File: src/rtl/mips_multicycle_ctrl.sv
// Main control FSM for the multicycle MIPS datapath: sequences fetch, decode,
// execute, memory and writeback steps and drives the datapath mux/enable controls.
module mips_multicycle_ctrl #(
  parameter int unsigned STATE_W = 4
) (
  input  logic               clk,
  input  logic               reset,
  input  logic [5:0]         op,
  input  logic               zero,
  output logic               iord,
  output logic               memwrite,
  output logic               irwrite,
  output logic               regdst,
  output logic               memtoreg,
  output logic               regwrite,
  output logic               alusrca,
  output logic [1:0]         alusrcb,
  output logic [1:0]         aluop,
  output logic [1:0]         pcsrc,
  output logic               pc_en,
  output logic               illegal_op,
  output logic [STATE_W-1:0] state
);

  typedef enum logic [3:0] {
    S_FETCH   = 4'd0,
    S_DECODE  = 4'd1,
    S_MEMADR  = 4'd2,
    S_MEMRD   = 4'd3,
    S_MEMWB   = 4'd4,
    S_MEMWR   = 4'd5,
    S_EXECUTE = 4'd6,
    S_ALUWB   = 4'd7,
    S_BRANCH  = 4'd8,
    S_ADDIEX  = 4'd9,
    S_ADDIWB  = 4'd10,
    S_JUMP    = 4'd11
  } state_t;

  localparam logic [5:0] OP_LW    = 6'b100011;
  localparam logic [5:0] OP_SW    = 6'b101011;
  localparam logic [5:0] OP_RTYPE = 6'b000000;
  localparam logic [5:0] OP_BEQ   = 6'b000100;
  localparam logic [5:0] OP_ADDI  = 6'b001000;
  localparam logic [5:0] OP_J     = 6'b000010;

  state_t      r_state;
  state_t      w_next;
  logic        w_iord;
  logic        w_memwrite;
  logic        w_irwrite;
  logic        w_regdst;
  logic        w_memtoreg;
  logic        w_regwrite;
  logic        w_alusrca;
  logic [1:0]  w_alusrcb;
  logic [1:0]  w_aluop;
  logic [1:0]  w_pcsrc;
  logic        w_pcwrite;
  logic        w_branch;
  logic        w_illegal;

  always_ff @(posedge clk) begin
    if (reset) r_state <= S_FETCH;
    else       r_state <= w_next;
  end

  always_comb begin
    w_next     = S_FETCH;
    w_iord     = 1'b0;
    w_memwrite = 1'b0;
    w_irwrite  = 1'b0;
    w_regdst   = 1'b0;
    w_memtoreg = 1'b0;
    w_regwrite = 1'b0;
    w_alusrca  = 1'b0;
    w_alusrcb  = 2'b00;
    w_aluop    = 2'b00;
    w_pcsrc    = 2'b00;
    w_pcwrite  = 1'b0;
    w_branch   = 1'b0;
    w_illegal  = 1'b0;
    case (r_state)
      S_FETCH: begin
        w_alusrcb = 2'b01;
        w_irwrite = 1'b1;
        w_pcwrite = 1'b1;
        w_next    = S_DECODE;
      end
      S_DECODE: begin
        // Operand B = SignImm<<2 so ALUOut holds the branch target for BRANCH
        w_alusrcb = 2'b11;
        case (op)
          OP_LW, OP_SW: w_next = S_MEMADR;
          OP_RTYPE:     w_next = S_EXECUTE;
          OP_BEQ:       w_next = S_BRANCH;
          OP_ADDI:      w_next = S_ADDIEX;
          OP_J:         w_next = S_JUMP;
          default: begin
            w_next    = S_FETCH;
            w_illegal = 1'b1;
          end
        endcase
      end
      S_MEMADR: begin
        w_alusrca = 1'b1;
        w_alusrcb = 2'b10;
        w_next    = (op == OP_LW) ? S_MEMRD : S_MEMWR;
      end
      S_MEMRD: begin
        w_iord = 1'b1;
        w_next = S_MEMWB;
      end
      S_MEMWB: begin
        w_memtoreg = 1'b1;
        w_regwrite = 1'b1;
      end
      S_MEMWR: begin
        w_iord     = 1'b1;
        w_memwrite = 1'b1;
      end
      S_EXECUTE: begin
        w_alusrca = 1'b1;
        w_aluop   = 2'b10;
        w_next    = S_ALUWB;
      end
      S_ALUWB: begin
        w_regdst   = 1'b1;
        w_regwrite = 1'b1;
      end
      S_BRANCH: begin
        w_alusrca = 1'b1;
        w_aluop   = 2'b01;
        w_pcsrc   = 2'b01;
        w_branch  = 1'b1;
      end
      S_ADDIEX: begin
        w_alusrca = 1'b1;
        w_alusrcb = 2'b10;
        w_next    = S_ADDIWB;
      end
      S_ADDIWB: begin
        w_regwrite = 1'b1;
      end
      S_JUMP: begin
        w_pcsrc   = 2'b10;
        w_pcwrite = 1'b1;
      end
      default: w_next = S_FETCH;
    endcase
  end

  // Reset masks every output combinationally, including the debug state view
  always_comb begin
    iord       = ~reset & w_iord;
    memwrite   = ~reset & w_memwrite;
    irwrite    = ~reset & w_irwrite;
    regdst     = ~reset & w_regdst;
    memtoreg   = ~reset & w_memtoreg;
    regwrite   = ~reset & w_regwrite;
    alusrca    = ~reset & w_alusrca;
    alusrcb    = reset ? 2'b00 : w_alusrcb;
    aluop      = reset ? 2'b00 : w_aluop;
    pcsrc      = reset ? 2'b00 : w_pcsrc;
    pc_en      = ~reset & (w_pcwrite | (w_branch & zero));
    illegal_op = ~reset & w_illegal;
    state      = reset ? '0 : STATE_W'(r_state);
  end

endmodule

File: config.mk
export PLATFORM = sky130hd
export DESIGN_NAME = mips_multicycle_ctrl
export DESIGN_NICKNAME = d
export VERILOG_FILES = /design/src/rtl/mips_multicycle_ctrl.sv
export SDC_FILE = /design/constraint.sdc
export NUM_CORES = 1
export LEC_CHECK = 0
export ABC_AREA = 1
export BUFFER_PORTS_ARGS = -buffer_cell sky130_fd_sc_hd__clkbuf_2
export CAP_MARGIN = 20
export CORE_ASPECT_RATIO = 0.8
export CORE_MARGIN = 4
export CORE_UTILIZATION = 29
export DETAILED_ROUTE_END_ITERATION = 7
export PLACE_DENSITY = 0.58
export SKIP_LAST_GASP = 1
export SLEW_MARGIN = 20
export SYNTH_ARGS = -nofsm -noshare
export SYNTH_HDL_FRONTEND = slang
export SYNTH_SLANG_ARGS = --single-unit
File: constraint.sdc
create_clock -name clk -period 1.2 [get_ports clk]
set_input_delay 0.18 -clock clk [delete_from_list [all_inputs] [get_ports clk]]
set_output_delay 0.18 -clock clk [all_outputs]
set_load 0.05 [all_outputs]
==> metrics.yaml, run 1 <==
yosys:
  synthXorXnorAreaFrac_pct: 0
  synth_compound_area_share_pct: 15.5
  yosys.area_share.simple_pct: 55.7
  ys_ff_latch: 4
  synthAdderAreaFrac_pct: 0
  synth_edf_count: 0
  synth_mux_area_share_pct: 0
  synth_top_family_by_area: "simple AND/OR/NAND/NOR gates"
  yosysTopAreaCell: "nor2_1"
  ys_types: 18
  yosysTopAreaCellShare_pct: 20.9
  ys_seq_area_share_pct: 16.5
  syn-cell-area_um2: 485
  async_reset_ff_share_pct: 0
  yosysMostFrequentCell: "nor2_1"
  syn_avg_cell_area_um2: 5.11
  synthCells: 95
  synthesis.nets: 104
  yosys_warnings: 0
  synth_common_cells: "nor2_1, nand2_1, inv_1, nand3_1, nor2_2"
  synth_area_leaders: "nor2_1, dfxtp_1, nand2_1, inv_1, nand3_1"
  synth_ff_type: "dfxtp_1"
floorplan:
  fp-row-count: 12
  ios: 28
  start_util_pct: 32.7
  die_y_um: 44.6
  die_w_um: 53.7
place:
  gp_congestion: 0.820
  hpwl_um: 1590
  post-place-ws_ns: -0.288
  portBuffers: 27
clock_tree:
  cts_root_buffer: "clkbuf_4"
  cts_sinks: 4
  cts.htree.levels: 1
  clock_path_buffers: 2
  numCtsBuffers: 3
  ctsResizeCount: 66
  post-cts-setup-buffer-count: 10
  holdBufCountCts: 0
status:
  error_line: "[ERROR DPL-0033] detailed placement checks failed during check placement."
  outcome: "stopped before the end"
  failing_step: "clock tree synthesis"
per-stage QoR:
step / cell area (um2) / instances
2_1_floorplan: 672 / 95
3_5_place_dp: 1110 / 170
3_3_place_gp: 1110 / 170
cells by family after synthesis:
logic type	count (synthesis)
compound gates	13
buf+inv	16
flops	4
simple gates	62
==> run 2: changes to the inputs <==
- CORE_AREA: unset -> 4 4 65 67
- CORE_ASPECT_RATIO: 0.8 -> unset
- CORE_MARGIN: 4 -> unset
- CORE_UTILIZATION: 29 -> unset
- DIE_AREA: unset -> 0 0 69 71
- PLACE_DENSITY: 0.58 -> unset
- PLACE_DENSITY_LB_ADDON: unset -> 0.15
==> metrics.yaml, run 2 <==
clock_tree:
  holdBufCountCts: 0  # unchanged
  cts.htree.levels: 1  # unchanged
  cts_tree: "built"
  numCtsBuffers: 3  # unchanged
  cts_root_buffer: "clkbuf_8"  # was clkbuf_4
  clock_path_buffers: 2  # unchanged
  cts_sinks: 4  # unchanged
  clkTransAtPathRegs_ns: 0.03
  clock_latency_ns: 0.21
worst_setup_path:
  worstSetupPathType: "reg -> out"
  slowest_delay_ns: 0.37
  r2r_end: "r_state[1]"
  critPathMaxFanout: 4
  reg2regPathDepth: 8
  crit_arrival_ns: 1.36
  worstReg2RegStart: "r_state[1]"
  crit_chain: "inv_4, buf_12, nor2_4, nand2_4, buf_4, o21ai_4, buf_12"
  cp.required_ns: 1.02
  crit_top_cell: "buf_12"
  start_kind: "register"
  critPathSlowestCell: "dfxtp_4"
  end_kind: "output port"
  critPathTopFamily: "buffers and inverters"
  regToRegSetupSlack_ns: -0.07
  cp.buffers_inverters: 4
finish:
  final_cell_mix: "buf_4, nor2_4, buf_12, nand2_1"
  regMostFlops: "r_state"
  drive_gt1_share_pct: 75.3
  diodes: 0
  nFillCells: 364
  area_growth_pct: 233
  layout_commonest_cell: "buf_4"
  reg_top3: "r_state (4)"
  largest_register_ffs: 4
  post-route-util_pct: 44.5
  nets: 173
yosys:
  ys_seq_area_share_pct: 16.5  # unchanged
  synthCells: 95  # unchanged
  yosysTopAreaCell: "nor2_1"  # unchanged
  syn-cell-area_um2: 485  # unchanged
  ys_ff_latch: 4  # unchanged
  async_reset_ff_share_pct: 0  # unchanged
  yosysTopAreaCellShare_pct: 20.9  # unchanged
  synthesis.nets: 104  # unchanged
  yosysMostFrequentCell: "nor2_1"  # unchanged
  synth_common_cells: "nor2_1, nand2_1, inv_1, nand3_1, nor2_2"  # unchanged
  syn_avg_cell_area_um2: 5.11  # unchanged
  yosys_warnings: 0  # unchanged
  synth_ff_type: "dfxtp_1"  # unchanged
  ys_types: 18  # unchanged
  synth_edf_count: 0  # unchanged
  synth_area_leaders: "nor2_1, dfxtp_1, nand2_1, inv_1, nand3_1"  # unchanged
floorplan:
  coreArea_um2: 3630
  die_w_um: 69  # was 53.7 um
  die_y_um: 71  # was 44.6 um
  fp-row-count: 22  # was 12
  start_util_pct: 13.4  # was 32.7%
  ios: 28  # unchanged
  die-area_um2: 4900
routing:
  drt_wl_total_um: 2150
  drt_pass1_iterations: 3
  drtIter0Drc: 7
  vias_per_cell: 3.98
  vias: 836
  antenna_left: 0
  post_drt_wl_per_cell_um: 10.2
  drc: 0
pwr:
  power.leakage_nw: 0.709
  p_switching_mw: 0.256
  p_clk_share_pct: 36.0
  sw_frac_of_total_pct: 33.9
  p_int_mw: 0.499
  power.density_nw_per_um2: 467
  sequentialPowerShare_pct: 19.4
  ir_drop_v: 0.000413
  pwr-share-comb_pct: 44.6
  finalPower_mw: 0.755
status:
  violations: "negative setup slack"
  outcome: "finished, violations left"  # was stopped before the end
sta:
  max_freq_mhz: 648
  rsz0062_at_grt: "yes"
  slew_violations: 0
  worstMarginPinSlew_ns: 0.300
  final.setup_skew_ns: 0.00285
  slew_headroom_pct: 79.8
  period_needed_ns: 1.54
  min_period_over_period_pct: 129
  finalHoldViolCount: 0
  final.setup.worst_slack_ns: -0.342
  finalSetupViolations: 19
  fin_tns_setup_ns: -4.05
place:
  gp_congestion: 0.776  # was 0.820
  portBuffers: 27  # unchanged
  post-place-ws_ns: -0.307  # was -0.288 ns
  hpwl_um: 1740  # was 1590 um
min_path:
  hold_depth: 3
  min_to: "r_state[1]"
  hold_path.class: "in -> reg"
  min_from: "reset"
global_route:
  grtUsageTotal_pct: 8.65
  grt_pass1_vias: 830
  antenna_found_initial: 0
  grt_max_degree: 9
  grt_first_pass_wirelength_um: 3580
  grt_overflow: 0
flow_run:
  maxCapViolCount: 0
run 2: cell counts after synthesis:
No cell type changed its count.
run 2: timing repair:
item | CTS | global route
setup endpoints to repair | 21 | 21
pin swaps | 4 | 14
buffers inserted | 4 | 8
gates resized for setup | 37 | 26
run 2: layout make-up:
type,count,area [um2],share of cell area [%]
Clock buffer,3,41.3,2.55
Inverter,15,71.3,4.41
Multi-Input combinational cell,75,618,38.2
Sequential cell,4,95.1,5.88
Tap cell,48,60.1,3.72
Timing Repair Buffer,65,731,45.2
run 2: power by group through the flow:
stage	Sequential (mW)	Clock, mW	Combinational (mW)
final	0.146	0.272	0.337
after global routing	0.147	0.293	0.359
after CTS	0.142	0.279	0.315
after detailed placement	0.147	0	0.296
after global placement	0.146	0	0.295
after floorplan	0.146	0	0.157
run 2: cell families (layout without fill, tap and decap cells):
family                 after synthesis  count (layout)  synth area share [%]
AND/OR/NAND/NOR                     62              62                  55.7
buffers and inverters               16              83                  12.4
AO/OA/AOI/OAI                       13              13                  15.5
flip-flops                           4               4                  16.5
run 2: worst min-delay path: stages:
cell and delay, ns:
clkbuf_2 0.20, buf_4 0.17, a21oi_1 0.04
run 2: metrics by stage:
stage               cells  hold WS, ns  cell area [um2]
floorplan              95        0.358              672
global placement      196        0.571             1280
detailed placement    196        0.586             1280
CTS                   202        0.418             1470
global route          210        0.434             1620
finish                210        0.417             1620
run 2: how the worst max path moves through the flow:
stage | from | slack, ns | endpoint | cells after the start
2_1_floorplan | r_state[2] | -0.40 | regwrite | 6
3_3_place_gp | r_state[0] | -0.28 | alusrca | 6
3_5_place_dp | r_state[0] | -0.31 | alusrca | 6
4_1_cts | r_state[2] | -0.35 | regwrite | 8
5_1_grt | r_state[2] | -0.40 | regwrite | 7
6_report | r_state[2] | -0.34 | regwrite | 7
run 2: per-layer routing:
layer,wire length (um),up-vias,global-route usage (%)
li1,-,436,-
met1,831,379,9.73
met2,1220,19,16.1
met3,85,2,2.41
met4,8,0,1.95
met5,0,-,0
Power figures use the tool's default switching activity.
==> run 3: changes to the inputs <==
- CAP_MARGIN: 20 -> unset
- clock period: 1.2 -> 1.9 ns (I/O delays scaled with it)
==> metrics.yaml, run 3 (same netlist as run 2, synthesis figures left out) <==
finish:
  nFillCells: 431  # was 364
  regMostFlops: "r_state"  # unchanged
  area_growth_pct: 63.4  # was 233%
  stdcell_area_um2: 793  # was 1620 um2
  final_cell_mix: "clkbuf_2, nor2_1, nand2_1, inv_1, nor2_2"  # was buf_4, nor2_4, buf_12, nand2_1
  reg_top3: "r_state (4)"  # unchanged
  layout_commonest_cell: "clkbuf_2"  # was buf_4
  diodes: 0  # unchanged
  post-route-util_pct: 21.8  # was 44.5%
  largest_register_ffs: 4  # unchanged
  drive_gt1_share_pct: 41.3  # was 75.3%
  nets: 137  # was 173
worst_setup_path:
  r2r_end: "r_state[1]"  # unchanged
  crit_chain: "inv_1, nor2_4, nand2_1, o22ai_4, clkbuf_2"  # was inv_4, buf_12, nor2_4, nand2_4, buf_4, o21ai_4, buf_12
  crit_path_start: "r_state[3]"  # was r_state[2]
  critPathTopFamily: "buffers and inverters"  # unchanged
  critPathSlowestCell: "dfxtp_1"  # was dfxtp_4
  critPathMaxFanout: 5  # was 4
  worstSetupPathType: "reg -> out"  # unchanged
  worstReg2RegStart: "r_state[2]"  # was r_state[1]
  timing.critical_path.to: "pc_en"  # was regwrite
  crit_arrival_ns: 1.49  # was 1.36 ns
  regToRegSetupSlack_ns: 0.75  # was -0.07 ns
  cp.required_ns: 1.62  # was 1.02 ns
  reg2regPathDepth: 6  # was 8
  start_kind: "register"  # unchanged
  slowest_delay_ns: 0.36  # was 0.37 ns
  cp.buffers_inverters: 2  # was 4
  worst-path-stages: 5  # was 7
  end_kind: "output port"  # unchanged
clock_tree:
  numCtsBuffers: 3  # unchanged
  clock_latency_ns: 0.22  # was 0.21 ns
  cts_tree: "built"  # unchanged
  cts_root_buffer: "clkbuf_8"  # unchanged
  clkTransAtPathRegs_ns: 0.03  # about the same
  clock_path_buffers: 2  # unchanged
  cts_sinks: 4  # unchanged
  cts.htree.levels: 1  # unchanged
  holdBufCountCts: 0  # unchanged
  post-cts-setup-buffer-count: 0  # was 4
sta:
  rsz0062_at_grt: "no"  # was yes
  final.setup.worst_slack_ns: 0.121  # was -0.342 ns
  min_period_over_period_pct: 93.6
  final.setup_skew_ns: 0.000261  # was 0.00285 ns
  fin_tns_setup_ns: 0  # was -4.05 ns
  worstMarginPinSlew_ns: 0.337  # was 0.300 ns
  slew_violations: 0  # unchanged
  finalSetupViolations: 0  # was 19
  finalHoldViolCount: 0  # unchanged
  period_needed_ns: 1.78
  max_freq_mhz: 562
  slew_headroom_pct: 77.5  # was 79.8%
routing:
  vias: 677  # was 836
  post_drt_wl_per_cell_um: 9.78  # was 10.2 um
  drt_pass1_iterations: 3  # unchanged
  drc: 0  # unchanged
  vias_per_cell: 3.89  # was 3.98
  antenna_left: 0  # unchanged
  drt_wl_total_um: 1700  # was 2150 um
  drtIter0Drc: 11  # was 7
global_route:
  grtUsageTotal_pct: 7.56  # was 8.65%
  grt_first_pass_wirelength_um: 3000  # was 3580 um
  grt_overflow: 0  # unchanged
  grt_max_degree: 9  # unchanged
  grt_pass1_vias: 689  # was 830
  antenna_found_initial: 0  # unchanged
min_path:
  hold_depth: 2  # was 3
  hold_path.class: "in -> reg"  # unchanged
pwr:
  power.density_nw_per_um2: 493  # was 467 nW/um2
  finalPower_mw: 0.391  # was 0.755 mW
  power.leakage_nw: 0.412  # was 0.709 nW
  ir_drop_v: 0.000113  # was 0.000413 V
place:
  placed_area_um2: 746  # was 1280 um2
  hpwl_um: 1530  # was 1740 um
  post-place-ws_ns: 0.209  # was -0.307 ns
  gp_congestion: 0.782  # was 0.776
  portBuffers: 27  # unchanged
floorplan:
  fp-row-count: 22  # unchanged
  die_w_um: 69  # unchanged
  coreArea_um2: 3630  # unchanged
  ios: 28  # unchanged
  start_util_pct: 13.4  # unchanged
  die_y_um: 71  # unchanged
  die-area_um2: 4900  # unchanged
flow_run:
  maxCapViolCount: 0  # unchanged
status:
  outcome: "complete, no violations"  # was finished, violations left
## run 3: cell types whose count changed in the layout (fill, tap and decap cells not counted), sizes merged
cell,delta
buf,-51
clkbuf,+15
clkinv,-1
inv,+1
## run 3: worst reg2reg max path, cell delays in order (launching register included)
cell	delay (ns)
dfxtp_1	0.33
inv_1	0.11
nor2_1	0.15
nand2_1	0.12
o21ai_2	0.09
nor2_1	0.07
a21oi_1	0.19
## run 3: stage by stage
step	cells	hold slack, ns
2_1_floorplan	95	0.471
3_3_place_gp	171	0.632
3_5_place_dp	171	0.613
4_1_cts	174	0.387
5_1_grt	174	0.410
6_report	174	0.379
## run 3: layout make-up
class	instances	area, um2	share of cell area, %
timing repair buffer	29	153	19.2
multi-input combinational	75	403	50.8
clock buffer	3	41.3	5.21
tap	48	60.1	7.57
sequential	4	80.1	10.1
inverter	15	56.3	7.10
## run 3: report_power, final
group	internal (mW)	total (mW)	switching, mW
logic	0.0335	0.121	0.0874
registers	0.0871	0.0907	0.00358
clock network	0.135	0.179	0.0442
## run 3: per-layer routing
layer / track usage [%] / routed length, um / vias to the layer above
met1: 8.63 / 738 / 291
met4: 4.56 / 21 / 0
li1: - / - / 363
met5: 0 / 0 / -
met3: 1.99 / 89 / 3
met2: 12.6 / 853 / 20
## run 3: what timing repair did
item | CTS | global route
gates resized for setup | 1 | 4
hold endpoints to repair | 0 | 0
setup endpoints to repair | 1 | 2
## run 3: worst min path at each step
stage                     startpoint          to  slack, ns
after detailed placement       reset  r_state[0]       0.61
final                          reset  r_state[0]       0.38
after global placement         reset  r_state[0]       0.63
after floorplan                reset  r_state[2]       0.47
after global routing           reset  r_state[0]       0.41
after CTS                      reset  r_state[0]       0.39
==> run 4: changes to the inputs <==
- ABC_AREA: 1 -> 0
==> metrics.yaml, run 4 <==
status:
  outcome: "complete, no violations"  # unchanged
yosys:
  yosysTopAreaCellShare_pct: 16.1  # was 20.9%
  yosysTopAreaCell: "dfxtp_1"  # was nor2_1
  syn-cell-area_um2: 497  # was 485 um2
  synthCells: 75  # was 95
  synth_area_leaders: "dfxtp_1, nor2_1, nor3_1, nand2b_1, nor4_1"  # was nor2_1, dfxtp_1, nand2_1, inv_1, nand3_1
  synth_ff_type: "dfxtp_1"  # unchanged
  synth_edf_count: 0  # unchanged
  ys_ff_latch: 4  # unchanged
  ys_seq_area_share_pct: 16.1  # was 16.5%
  synthesis.nets: 84  # was 104
  async_reset_ff_share_pct: 0  # unchanged
  ys_types: 35  # was 18
  syn_avg_cell_area_um2: 6.62  # was 5.11 um2
  yosysMostFrequentCell: "nor2_1"  # unchanged
  synth_common_cells: "nor2_1, nor3_1, nand2b_1, dfxtp_1"  # was nor2_1, nand2_1, inv_1, nand3_1, nor2_2
  yosys_warnings: 0  # unchanged
routing:
  antenna_left: 0  # unchanged
  drt_pass1_iterations: 4  # was 3
  drt_wl_total_um: 1820  # was 1700 um
  vias: 661  # was 677
  drc: 0  # unchanged
  vias_per_cell: 4.26  # was 3.89
  drtIter0Drc: 12  # was 11
  post_drt_wl_per_cell_um: 11.8  # was 9.78 um
worst_setup_path:
  end_kind: "output port"  # unchanged
  critPathMaxFanout: 9  # was 5
  reg2regPathDepth: 5  # was 6
  start_kind: "register"  # unchanged
  cp.required_ns: 1.62  # about the same
  crit_path_start: "r_state[1]"  # was r_state[3]
  worstReg2RegStart: "r_state[1]"  # was r_state[2]
  worstSetupPathType: "reg -> out"  # unchanged
  regToRegSetupSlack_ns: 0.53  # was 0.75 ns
  r2r_end: "r_state[2]"  # was r_state[1]
  crit_arrival_ns: 1.51  # was 1.49 ns
place:
  post-place-ws_ns: 0.209  # about the same
  gp_congestion: 0.704  # was 0.782
  placed_area_um2: 748  # was 746 um2
  hpwl_um: 1510  # was 1530 um
  portBuffers: 27  # unchanged
finish:
  layout_commonest_cell: "clkbuf_2"  # unchanged
  area_growth_pct: 61.7  # was 63.4%
  final_cell_mix: "clkbuf_2, nor2_1, buf_4, nand2b_1, nor3_1"  # was clkbuf_2, nor2_1, nand2_1, inv_1, nor2_2
  reg_top3: "r_state (4)"  # unchanged
  drive_gt1_share_pct: 51.4  # was 41.3%
  largest_register_ffs: 4  # unchanged
  regMostFlops: "r_state"  # unchanged
  stdcell_area_um2: 803  # was 793 um2
  nets: 118  # was 137
  diodes: 0  # unchanged
sta:
  hold-worst-slack_ns: 0.455  # was 0.379 ns
  finalHoldViolCount: 0  # unchanged
  min_period_over_period_pct: 94.5  # was 93.6%
  final.setup.worst_slack_ns: 0.104  # was 0.121 ns
  finalSetupViolations: 0  # unchanged
  slew_headroom_pct: 73.6  # was 77.5%
  final.setup_skew_ns: 0.00204  # was 0.000261 ns
  worstMarginPinSlew_ns: 0.393  # was 0.337 ns
  max_freq_mhz: 557  # was 562 MHz
  period_needed_ns: 1.80  # was 1.78 ns
  fin_tns_setup_ns: 0  # unchanged
  rsz0062_at_grt: "yes"  # was no
  slew_violations: 0  # unchanged
global_route:
  grt_pass1_vias: 649  # was 689
  grt_overflow: 0  # unchanged
  grtUsageTotal_pct: 7.68  # was 7.56%
  grt_max_degree: 12  # was 9
  antenna_found_initial: 0  # unchanged
  grt_first_pass_wirelength_um: 3020  # was 3000 um
min_path:
  min_from: "op[4]"  # was reset
  hold_depth: 4  # was 2
  min_to: "r_state[1]"  # was r_state[0]
  hold_path.class: "in -> reg"  # unchanged
pwr:
  p_clk_share_pct: 45.9  # about the same
  p_switching_mw: 0.140  # was 0.135 mW
  p_int_mw: 0.262  # was 0.256 mW
  power.density_nw_per_um2: 500  # was 493 nW/um2
  pwr-share-comb_pct: 31.6  # was 30.9%
  ir_drop_v: 0.000120  # was 0.000113 V
  sw_frac_of_total_pct: 34.9  # was 34.6%
  power.leakage_nw: 0.321  # was 0.412 nW
  sequentialPowerShare_pct: 22.5  # was 23.2%
clock_tree:
  cts_sinks: 4  # unchanged
  cts_tree: "built"  # unchanged
  cts_root_buffer: "clkbuf_8"  # unchanged
  clkTransAtPathRegs_ns: 0.03  # about the same
  clock_latency_ns: 0.22  # about the same
  clock_path_buffers: 2  # unchanged
  cts.htree.levels: 1  # unchanged
  numCtsBuffers: 3  # unchanged
floorplan:
  coreArea_um2: 3630  # unchanged
  die-area_um2: 4900  # unchanged
  die_w_um: 69  # unchanged
  ios: 28  # unchanged
  start_util_pct: 13.7  # was 13.4%
  die_y_um: 71  # unchanged
  fp-row-count: 22  # unchanged
flow_run:
  maxCapViolCount: 0  # unchanged
run 4: changes by cell type in the layout (fill, tap and decap cells not counted), moves of 6 or more:
cell | previous run | this run
nand3_1 | 8 | 2
nor2_2 | 9 | 1
nand2_1 | 17 | 2
buf_4 | 2 | 8
inv_1 | 14 | 3
nor2_1 | 21 | 13
run 4: logic make-up (layout without fill, tap and decap cells):
family	count (synthesis)	after routing	share of synthesized area, %
AOI/OAI and AO/OA	19	19	28.2
xor gates and xnor gates	2	2	3.53
buffers and inverters	9	41	8.56
DFF	4	4	16.1
and+or+nand+nor	41	41	43.6
run 4: per-stage QoR:
step,power [mW],cells,utilization (%)
floorplan,0.175,75,-
global placement,0.218,152,20.6
detailed placement,0.218,152,20.6
CTS,0.406,155,21.8
global route,0.424,155,22.1
finish,0.402,155,22.1
run 4: layout make-up:
type	count	area, um2
multi-input cells	62	414
clock buffers	3	41.3
repair buffers	34	190
well taps	48	60.1
inverters	4	15.0
fillers	429	2830
flip-flops and latches	4	82.6
run 4: worst max-delay path by stage:
stage | slack [ns] | cells past startpoint | end
finish | 0.10 | 4 | alusrcb[1]
global route | -0.008 | 5 | regwrite
CTS | 0.003 | 5 | regwrite
detailed placement | 0.21 | 5 | illegal_op
global placement | 0.19 | 5 | illegal_op
floorplan | -0.27 | 3 | irwrite
run 4: layer usage:
metal / global-route usage, % / vias up / routed length [um]
li1: - / 340 / -
met1: 10.2 / 278 / 867
met2: 10.7 / 38 / 748
met3: 2.13 / 5 / 158
met4: 5.21 / 0 / 48
met5: 0 / - / 0
run 4: what timing repair did:
action / 4_1_cts / 5_1_grt
setup endpoints to repair: 1 / 4
hold buffers: 0 / 0
setup buffers: 0 / 0
resized for setup: 1 / 6
run 4: worst max-delay path: stages, from the launching register on:
cell and delay, ns:
dfxtp_1 0.39, nand2b_1 0.21, buf_4 0.16, a211oi_2 0.21, clkbuf_2 0.32
run 4: power groups by stage:
| stage | logic [mW] | registers (mW) | clock network [mW] |
|---|---|---|---|
| 3_3_place_gp | 0.127 | 0.0915 | 0 |
| 4_1_cts | 0.127 | 0.0903 | 0.189 |
| 3_5_place_dp | 0.127 | 0.0914 | 0 |
| 5_1_grt | 0.138 | 0.0907 | 0.196 |
| 6_report | 0.127 | 0.0905 | 0.184 |
| 2_1_floorplan | 0.0861 | 0.0893 | 0 |
